File: src/rtl/usb_tx_arb_if.sv
// Byte-stream bundle between the two packet sources, the arbiter and the UTMI transmitter.
// master is the arbiter's view; slave is the view of the sources and transmitter around it.
interface usb_tx_arb_if;
    logic [7:0] a_data;
    logic       a_valid;
    logic       a_last;
    logic       a_ready;
    logic [7:0] b_data;
    logic       b_valid;
    logic       b_last;
    logic       b_ready;
    logic [7:0] data_out;
    logic       tx_valid;
    logic       tx_ready;

    modport master (
        input  a_data, a_valid, a_last,
        output a_ready,
        input  b_data, b_valid, b_last,
        output b_ready,
        output data_out, tx_valid,
        input  tx_ready
    );

    modport slave (
        output a_data, a_valid, a_last,
        input  a_ready,
        output b_data, b_valid, b_last,
        input  b_ready,
        input  data_out, tx_valid,
        output tx_ready
    );
endinterface

File: src/rtl/usb_tx_arb.sv
// Two-source USB transmit arbiter: port A (handshake/control) beats port B (data), no preemption,
// underrun drain and a programmable inter-packet gap before the next grant.
module usb_tx_arb #(
    parameter int unsigned GAP_CYCLES = 2
) (
    input  logic           clk,
    input  logic           rst,
    input  logic           suspend_m,
    usb_tx_arb_if.master   bus,
    output logic           grant_a,
    output logic           grant_b,
    output logic           busy,
    output logic           err_underrun
);

    typedef enum logic [1:0] {StIdle, StActive, StDrain, StGap} state_e;

    localparam bit         HasGap  = (GAP_CYCLES > 0);
    localparam logic [3:0] GapLoad = HasGap ? 4'(GAP_CYCLES - 1) : 4'd0;

    state_e     state_q, state_d;
    logic       grant_a_q, grant_a_d;
    logic       grant_b_q, grant_b_d;
    logic       tx_valid_q, tx_valid_d;
    logic       err_q, err_d;
    logic [3:0] gap_cnt_q, gap_cnt_d;

    logic src_valid;
    logic src_last;
    logic src_ready;

    assign src_valid = grant_a_q ? bus.a_valid : bus.b_valid;
    assign src_last  = grant_a_q ? bus.a_last  : bus.b_last;

    always_comb begin
        state_d   = state_q;
        grant_a_d = grant_a_q;
        grant_b_d = grant_b_q;
        gap_cnt_d = gap_cnt_q;
        err_d     = 1'b0;

        unique case (state_q)
            StIdle: begin
                if (suspend_m && bus.a_valid) begin
                    grant_a_d = 1'b1;
                    state_d   = StActive;
                end else if (suspend_m && bus.b_valid) begin
                    grant_b_d = 1'b1;
                    state_d   = StActive;
                end
            end
            StActive: begin
                // tx_ready low stalls everything; only a ready transmitter can see an underrun
                if (bus.tx_ready) begin
                    if (src_valid) begin
                        if (src_last) begin
                            if (HasGap) begin
                                state_d   = StGap;
                                gap_cnt_d = GapLoad;
                            end else begin
                                state_d   = StIdle;
                                grant_a_d = 1'b0;
                                grant_b_d = 1'b0;
                            end
                        end
                    end else begin
                        err_d   = 1'b1;
                        state_d = StDrain;
                    end
                end
            end
            StDrain: begin
                if (src_valid && src_last) begin
                    if (HasGap) begin
                        state_d   = StGap;
                        gap_cnt_d = GapLoad;
                    end else begin
                        state_d   = StIdle;
                        grant_a_d = 1'b0;
                        grant_b_d = 1'b0;
                    end
                end
            end
            StGap: begin
                if (gap_cnt_q == 4'd0) begin
                    state_d   = StIdle;
                    grant_a_d = 1'b0;
                    grant_b_d = 1'b0;
                end else begin
                    gap_cnt_d = gap_cnt_q - 4'd1;
                end
            end
            default: begin
                state_d   = StIdle;
                grant_a_d = 1'b0;
                grant_b_d = 1'b0;
            end
        endcase

        tx_valid_d = (state_d == StActive);
    end

    always_ff @(posedge clk or negedge rst) begin
        if (!rst) begin
            state_q    <= StIdle;
            grant_a_q  <= 1'b0;
            grant_b_q  <= 1'b0;
            tx_valid_q <= 1'b0;
            err_q      <= 1'b0;
            gap_cnt_q  <= 4'd0;
        end else begin
            state_q    <= state_d;
            grant_a_q  <= grant_a_d;
            grant_b_q  <= grant_b_d;
            tx_valid_q <= tx_valid_d;
            err_q      <= err_d;
            gap_cnt_q  <= gap_cnt_d;
        end
    end

    // In DRAIN the source is emptied regardless of the transmitter
    assign src_ready = ((state_q == StActive) && bus.tx_ready) || (state_q == StDrain);

    assign bus.a_ready  = grant_a_q & src_ready;
    assign bus.b_ready  = grant_b_q & src_ready;
    assign bus.tx_valid = tx_valid_q;
    assign bus.data_out = grant_a_q ? bus.a_data : (grant_b_q ? bus.b_data : 8'h00);

    assign grant_a      = grant_a_q;
    assign grant_b      = grant_b_q;
    assign busy         = (state_q != StIdle);
    assign err_underrun = err_q;

endmodule
File: src/flat_wrapper.sv
// flat-port wrapper written by rule: the top's interface ports become plain ports
module usb_tx_arb_flat 
#(
    parameter int unsigned GAP_CYCLES = 2
)
  (clk, rst, suspend_m, grant_a, grant_b, busy, err_underrun, bus_a_data, bus_a_valid, bus_a_last, bus_a_ready, bus_b_data, bus_b_valid, bus_b_last, bus_b_ready, bus_data_out, bus_tx_valid, bus_tx_ready);
  usb_tx_arb_if bus_i ();
  input  logic clk;
  input  logic rst;
  input  logic suspend_m;
  output logic grant_a;
  output logic grant_b;
  output logic busy;
  output logic err_underrun;
  input wire logic [$bits(bus_i.a_data)-1:0] bus_a_data;
  input wire logic [$bits(bus_i.a_valid)-1:0] bus_a_valid;
  input wire logic [$bits(bus_i.a_last)-1:0] bus_a_last;
  output wire logic [$bits(bus_i.a_ready)-1:0] bus_a_ready;
  input wire logic [$bits(bus_i.b_data)-1:0] bus_b_data;
  input wire logic [$bits(bus_i.b_valid)-1:0] bus_b_valid;
  input wire logic [$bits(bus_i.b_last)-1:0] bus_b_last;
  output wire logic [$bits(bus_i.b_ready)-1:0] bus_b_ready;
  output wire logic [$bits(bus_i.data_out)-1:0] bus_data_out;
  output wire logic [$bits(bus_i.tx_valid)-1:0] bus_tx_valid;
  input wire logic [$bits(bus_i.tx_ready)-1:0] bus_tx_ready;
  assign bus_i.a_data = bus_a_data;
  assign bus_i.a_valid = bus_a_valid;
  assign bus_i.a_last = bus_a_last;
  assign bus_a_ready = bus_i.a_ready;
  assign bus_i.b_data = bus_b_data;
  assign bus_i.b_valid = bus_b_valid;
  assign bus_i.b_last = bus_b_last;
  assign bus_b_ready = bus_i.b_ready;
  assign bus_data_out = bus_i.data_out;
  assign bus_tx_valid = bus_i.tx_valid;
  assign bus_i.tx_ready = bus_tx_ready;
  usb_tx_arb #(.GAP_CYCLES(GAP_CYCLES)) u_core (.clk(clk), .rst(rst), .suspend_m(suspend_m), .bus(bus_i), .grant_a(grant_a), .grant_b(grant_b), .busy(busy), .err_underrun(err_underrun));
endmodule
File: config.mk
export PLATFORM = sky130hd
export DESIGN_NAME = usb_tx_arb_flat
export DESIGN_NICKNAME = d
export VERILOG_FILES = /design/src/rtl/usb_tx_arb_if.sv /design/src/rtl/usb_tx_arb.sv /design/src/flat_wrapper.sv
export SDC_FILE = /design/constraint.sdc
export NUM_CORES = 1
export LEC_CHECK = 0
export ABC_AREA = 1
export CAP_MARGIN = 20
export CORE_MARGIN = 2
export CORE_UTILIZATION = 55
export DETAILED_ROUTE_END_ITERATION = 7
export DONT_BUFFER_PORTS = 1
export PLACE_DENSITY = 0.73
export SYNTH_ARGS = -nofsm -noshare
export SYNTH_HDL_FRONTEND = slang
export SYNTH_SLANG_ARGS = --single-unit
export TNS_END_PERCENT = 5
File: constraint.sdc
create_clock -name clk -period 1.6 [get_ports clk]
set_clock_uncertainty 0.2 [all_clocks]
set_input_delay 0.24 -clock clk [delete_from_list [all_inputs] [get_ports clk]]
set_output_delay 0.24 -clock clk [all_outputs]
set_load 0.01 [all_outputs]
; Word-level counts from Yosys, hierarchy flattened
; Index checks and enable logic that the tools add are counted.
[totals]
reg_bits = 10
input_bits = 24
out_inout_bits = 15
[op_classes]
n_addsub = 1
eq_ne = 13
mux = 27
bitwise_logic = 3
n_reduce_logical = 13
[op_table]
columns = operator, n
row1 = $mux 4, 5
row2 = $mux 8, 2
row3 = $mux 2, 7
row4 = $ne 2x1->1 const B, 6
row5 = $pmux 4 s3, 1
row6 = $mux 1, 9
row7 = $pmux 2 s4, 1
row8 = $ne 2x2->1 const B, 3
row9 = $reduce_and 6->1, 1
row10 = $eq 2x1->1 const B, 2
row11 = $eq 2x2->1 const B, 2
row12 = $logic_and 1x1->1, 4
row13 = $logic_not 4->1, 1
row14 = $pmux 1 s2, 2
row15 = $reduce_and 4->1, 1
row16 = $sub 4x1->4 const B, 1
row17 = $reduce_and 3->1, 1
row18 = $reduce_bool 3->1, 1
row19 = $and 1x1->1, 2
row20 = $logic_not 2->1, 1
row21 = $reduce_bool 2->1, 1
row22 = $reduce_or 2->1, 1
row23 = $logic_or 1x1->1, 1
row24 = $not 1->1, 1

; Depth between registers and ports, before layout
[logic_depth]
ltp_word = 6
ltp_mapped = 11
mapped_depth_nobuf = 11

; Least setup slack after synthesis
; Ideal clock, no wire load.
[synth_path]
path_kind = flip-flop to flip-flop
startpoint = register u_core.state_q[0]
endpoint = register u_core.gap_cnt_q[2]
arrival_time_ps = 1343
slack_ps = -60
stages_incl_launch_ff = 8
path_cell_list = dfrtp_1 -> inv_1 -> ha_1 -> or2_2 -> a21oi_4 -> inv_2 -> nand2_1 -> nand2_1
[synth_via]
elab_chain_cells = 3
elab_cells_between_ends = 11
cone_classes = 8 x eq/ne / 1 x mux / 2 x reduce/logical
[synth_rtl]
columns = element, line_no
row1 = from (decl), usb_tx_arb.sv:21  ; state_e state_q, state_d;
row2 = from (signal assigned), usb_tx_arb.sv:105  ; state_q <= StIdle;
row3 = from (signal assigned), usb_tx_arb.sv:112  ; state_q <= state_d;
row4 = $eq 2x1->1 / $eq 2x2->1 (equally long branches), usb_tx_arb.sv:42  ; unique case (state_q)
row5 = $ne 2x1->1 (no line) (tied with other cells), -
row6 = $reduce_and 6->1 (no line), -
row7 = to (signal assigned), usb_tx_arb.sv:117  ; gap_cnt_q <= gap_cnt_d;
row8 = to (decl), usb_tx_arb.sv:26  ; logic [3:0] gap_cnt_q, gap_cnt_d;
; Several ways; a longest one is shown, not always the timed one.
; A chain may end at the register's enable or synchronous reset.

; Worst setup path in the final report
[layout_path]
startpoint = register u_core.state_q[0]
endpoint = output port bus_b_ready
[layout_via]
elab_chain_cells = 4
elab_cells_between_ends = 5
cone_classes = 2 x eq/ne / 1 x bitwise / 2 x reduce/logical
[layout_rtl]
columns = element, line_no
row1 = $eq 2x1->1, usb_tx_arb.sv:122  ; assign src_ready = ((state_q == StActive) && bus.tx_ready) || (state_q == StDrain);
row2 = $logic_and 1x1->1, usb_tx_arb.sv:122
row3 = $logic_or 1x1->1 *, usb_tx_arb.sv:122
row4 = $and 1x1->1 *, usb_tx_arb.sv:125  ; assign bus.b_ready = grant_b_q & src_ready;
row5 = to (decl), flat_wrapper.sv:22  ; output wire logic [$bits(bus_i.b_ready)-1:0] bus_b_ready;
; Mark *: on every way between the ends. The rest lies on a longest branch, timed or not.

==> summary.md <==
| Metric | Value |
|---|---|
| Synth-to-layout area growth | `32.3%` |
| P per Cell Area | `around 2200 mW/mm^2` |
| Synth unique cells | `21` |
| Multi-input logic area | `642 sq um` |
| TritonCTS buffer count | `3` |
| Clk pwr share | `6.7%` |
| CP cell instances | `inv_4, ha_4, inv_2, a21boi_1, buf_4` |
| Final net count | `about 180` |
| Max-slew headroom | `68.8%` |
| Share of power burned in registers | `18.7%` |
| I/O Buffers | `0` |
| Clock Tree Buf Depth | `2` |
| #FFs+latches synth | `10` |
| Starting Density | `57.5%` |
| GRT Total Usage | `23.2%` |
| Cell count after synthesis | `130` |
| Crit. End Element | `primary output` |
| Max Cap Viol | `0` |
| Clk sinks | `10` |
| Die X | `43.4 um` |
| Final min period | `1.69 ns` |
| Outcome | `finished with violations` |
| Cell accounting for the most synthesized area | `dfrtp_1` |
| DR DRC count | `0` |
| Vias in the first global route | `785` |
| Setup WS pre-CTS | `-0.0576 ns` |
| Post-Layout Cell Count | `162` |
| Htree depth | `1` |
| CTS tree | `yes` |
| FMAX | `0.592 GHz` |
| Net Sw Frac | `50.3%` |
| Pins Over Slew Limit | `0` |
| Pleak | `about 0.6 nW` |
| Final hold vios | `0` |
| DR iter-0 viols | `14` |
| RSZ-0062 raised after global routing | `yes` |
| Final critical-path share of the clock period | `106%` |
| Die area | `about 0.0019 sq mm` |
| XOR/XNOR share of the synthesized area | `under 10%` |
| Top_reg_cell synth | `dfrtp_1` |
| Post-Route WL | `2.11 mm` |
| # placed instances | `153` |
| Register area share after synthesis | `29.2%` |
| Clock Latency Late Sink | `roughly 0.26 ns` |
| Routed WL per cell | `13.0 um` |
| Top cell type's share of synthesized area | `29.2%` |
| Internal Power | `roughly 1.2 mW` |
| Total grt overflow | `0` |
| Largest net degree at the start of global routing | `11` |
| Clock Root Buffer | `clkbuf_4` |
| Synth Area in Adders | `10.2%` |
| IO Count | `39` |
| First-pass GRT wire length | `3.21 mm` |
| Die height | `43.4 um` |
| Post-synthesis mux area share | `0%` |
| Synth cell count leaders | `nand2_1 (51), nand3_1 (17), inv_1 (16)` |
| Synth Area in Compound Gates | `8.04%` |
| Reg area | `about 250 sq um` |
| Crit-path max FO | `3` |
| Avg Vias per Cell | `5.36` |
| Net Switching | `1.25 mW` |
| Final GP Congestion | `between 0.8 and 0.9` |
| Initial DRT Pass Iterations | `4` |
| Slowest CP cell | `dfrtp_2` |
| Synth area leaders | `dfrtp_1 (29%), nand2_1 (22%), ha_1 (10%)` |
| Post-Syn Area | `about 860 sq um` |
| Worst R2R Setup Slack | `-0.07 ns` |
| Post-synth ARST share | `100%` |
| Most instantiated library cell after synthesis | `nand2_1` |
| Initial antenna violation count | `0` |
| Max incr delay on CP | `0.45 ns` |
| Clk slew on worst S/H paths | `around 0.06 ns` |
| ANT nets after route | `0` |
| Post-synth EDFFs | `0` |
| Synth warn | `0` |
| Startpoint Class | `flip-flop` |
| Rows | `14` |
| Simple-Gate Fraction of Synth Area | `between 40% and 50%` |
| Synth Net Count | `161` |
| WP data required | `1.16 ns` |
| Layout cells sized above 1 | `between 30% and 40%` |
| Crit path kind | `flip-flop to primary output` |
| VDD IR max | `0.00112 V` |
| Hold Path Class | `input port to flip-flop` |
| # fillers | `approximately 110` |
| N_diodes | `0` |
| Tightest Pin Transition | `approximately 0.47 ns` |
| Final setup viols | `7` |
| Final setup margin | `-0.0896 ns` |
| DP HPWL | `1.46 mm` |
| Failing checks | `negative setup slack` |
| Largest family of logic cells by synthesized area | `simple AND/OR/NAND/NOR gates` |
| CORE AREA | `between 0.001 and 0.0015 sq mm` |
| Syn Area/Cell | `6.58 sq um` |
| Comb power frac | `74.6%` |
| Via count | `~870` |
| Critical Path AT | `~1.3 ns` |
-- critical path: cells and delay by family (launching register included) --
kind	cells	cell delay (ns)
adder cells (fa/ha/maj)	1	0.15
flip-flops	1	0.45
AO/OA/AOI/OAI	1	0.11
buffers and inverters	3	0.28
-- worst paths after layout --
| kind | endpoint | cells past startpoint | from |
|---|---|---|---|
| max in group asynchronous | u_core.state_q[0]$_DFF_PN0_ | 1 | rst |
| setup / recovery | bus_b_ready | 5 | u_core.state_q[0]$_DFF_PN0_ |
| min in group asynchronous | u_core.gap_cnt_q[0]$_DFFE_PN0P_ | 1 | rst |
| setup reg to reg | u_core.gap_cnt_q[2]$_DFFE_PN0P_ | 7 | u_core.state_q[1]$_DFF_PN0_ |
| hold reg to reg | u_core.gap_cnt_q[3]$_DFFE_PN0P_ | 2 | u_core.gap_cnt_q[3]$_DFFE_PN0P_ |
| hold / removal | u_core.grant_b$_DFFE_PN0P_ | 3 | bus_a_valid |
-- area by class of cell --
class,count,share of cell area (%)
multi-input cells,100,56.7
flip-flops and latches,10,22.2
clock buffers,3,1.99
inverters,17,5.86
well taps,16,1.77
repair buffers,16,11.5
-- per-stage QoR --
step | area [sq um] | hold slack (ns) | util, % | TNS [ns] | power, mW
after global placement | 933 | -0.255 | 62.7 | 0 | 1.81
after CTS | 1060 | 0.0470 | 70.9 | -0.299 | 2.28
after global routing | 1130 | 0.0896 | 76.1 | -1.11 | 2.73
after floorplan | 861 | -0.256 | - | 0 | 1.53
final | 1130 | 0.0495 | 76.1 | -0.326 | 2.49
after detailed placement | 933 | -0.255 | 62.7 | -0.151 | 1.87
-- state kept, by name, indices dropped and copies added, names as in the netlist --
register	count
u_core.bus.tx_valid	1
u_core.err_underrun	1
u_core.gap_cnt_q	4
u_core.grant_a	1
u_core.grant_b	1
u_core.state_q	2
-- metal layers --
| layer | part of all wire, % | vias to the layer above | track usage, % |
|---|---|---|---|
| li1 | - | 437 | - |
| met2 | 52 | 29 | 40.6 |
| met4 | 0.90 | 0 | 10.3 |
| met5 | 0 | - | 0 |
| met3 | 4.4 | 2 | 4.17 |
| met1 | 42 | 401 | 27.6 |
-- placed cells by master, fill, tap and decap left out, drive strengths merged --
master / n
nand2: 55
nand3: 17
inv: 17
buf: 15
dfrtp: 10
o21ai: 7
ha: 7
nor2: 6
clkbuf: 3
a21oi: 3
a21boi: 1
or2: 1
xor2: 1
nor3: 1
xnor2: 1
dlygate4sd3: 1
-- timing repair --
item,in CTS,in global routing
cloned,0,0
pin swaps,4,6
gates resized for setup,16,20
endpoints found under the hold margin,10,0
setup endpoints to repair,15,20
hold buffers,1,0
setup buffers,5,0
-- power by group through the flow --
| stage | Sequential, mW | Combinational [mW] | Clock, mW |
|---|---|---|---|
| 3_3_place_gp | 0.449 | 1.36 | 0 |
| 6_report | 0.466 | 1.86 | 0.166 |
| 5_1_grt | 0.479 | 2.07 | 0.184 |
| 3_5_place_dp | 0.454 | 1.42 | 0 |
| 4_1_cts | 0.457 | 1.65 | 0.174 |
| 2_1_floorplan | 0.440 | 1.09 | 0 |
-- cells by family after synthesis --
kind of cell	after synthesis
flops	10
xor+xnor	2
buf+inv	20
simple gates	80
compound gates	11
fa+ha+maj	7
No activity file was read; power rests on OpenSTA's default activity.
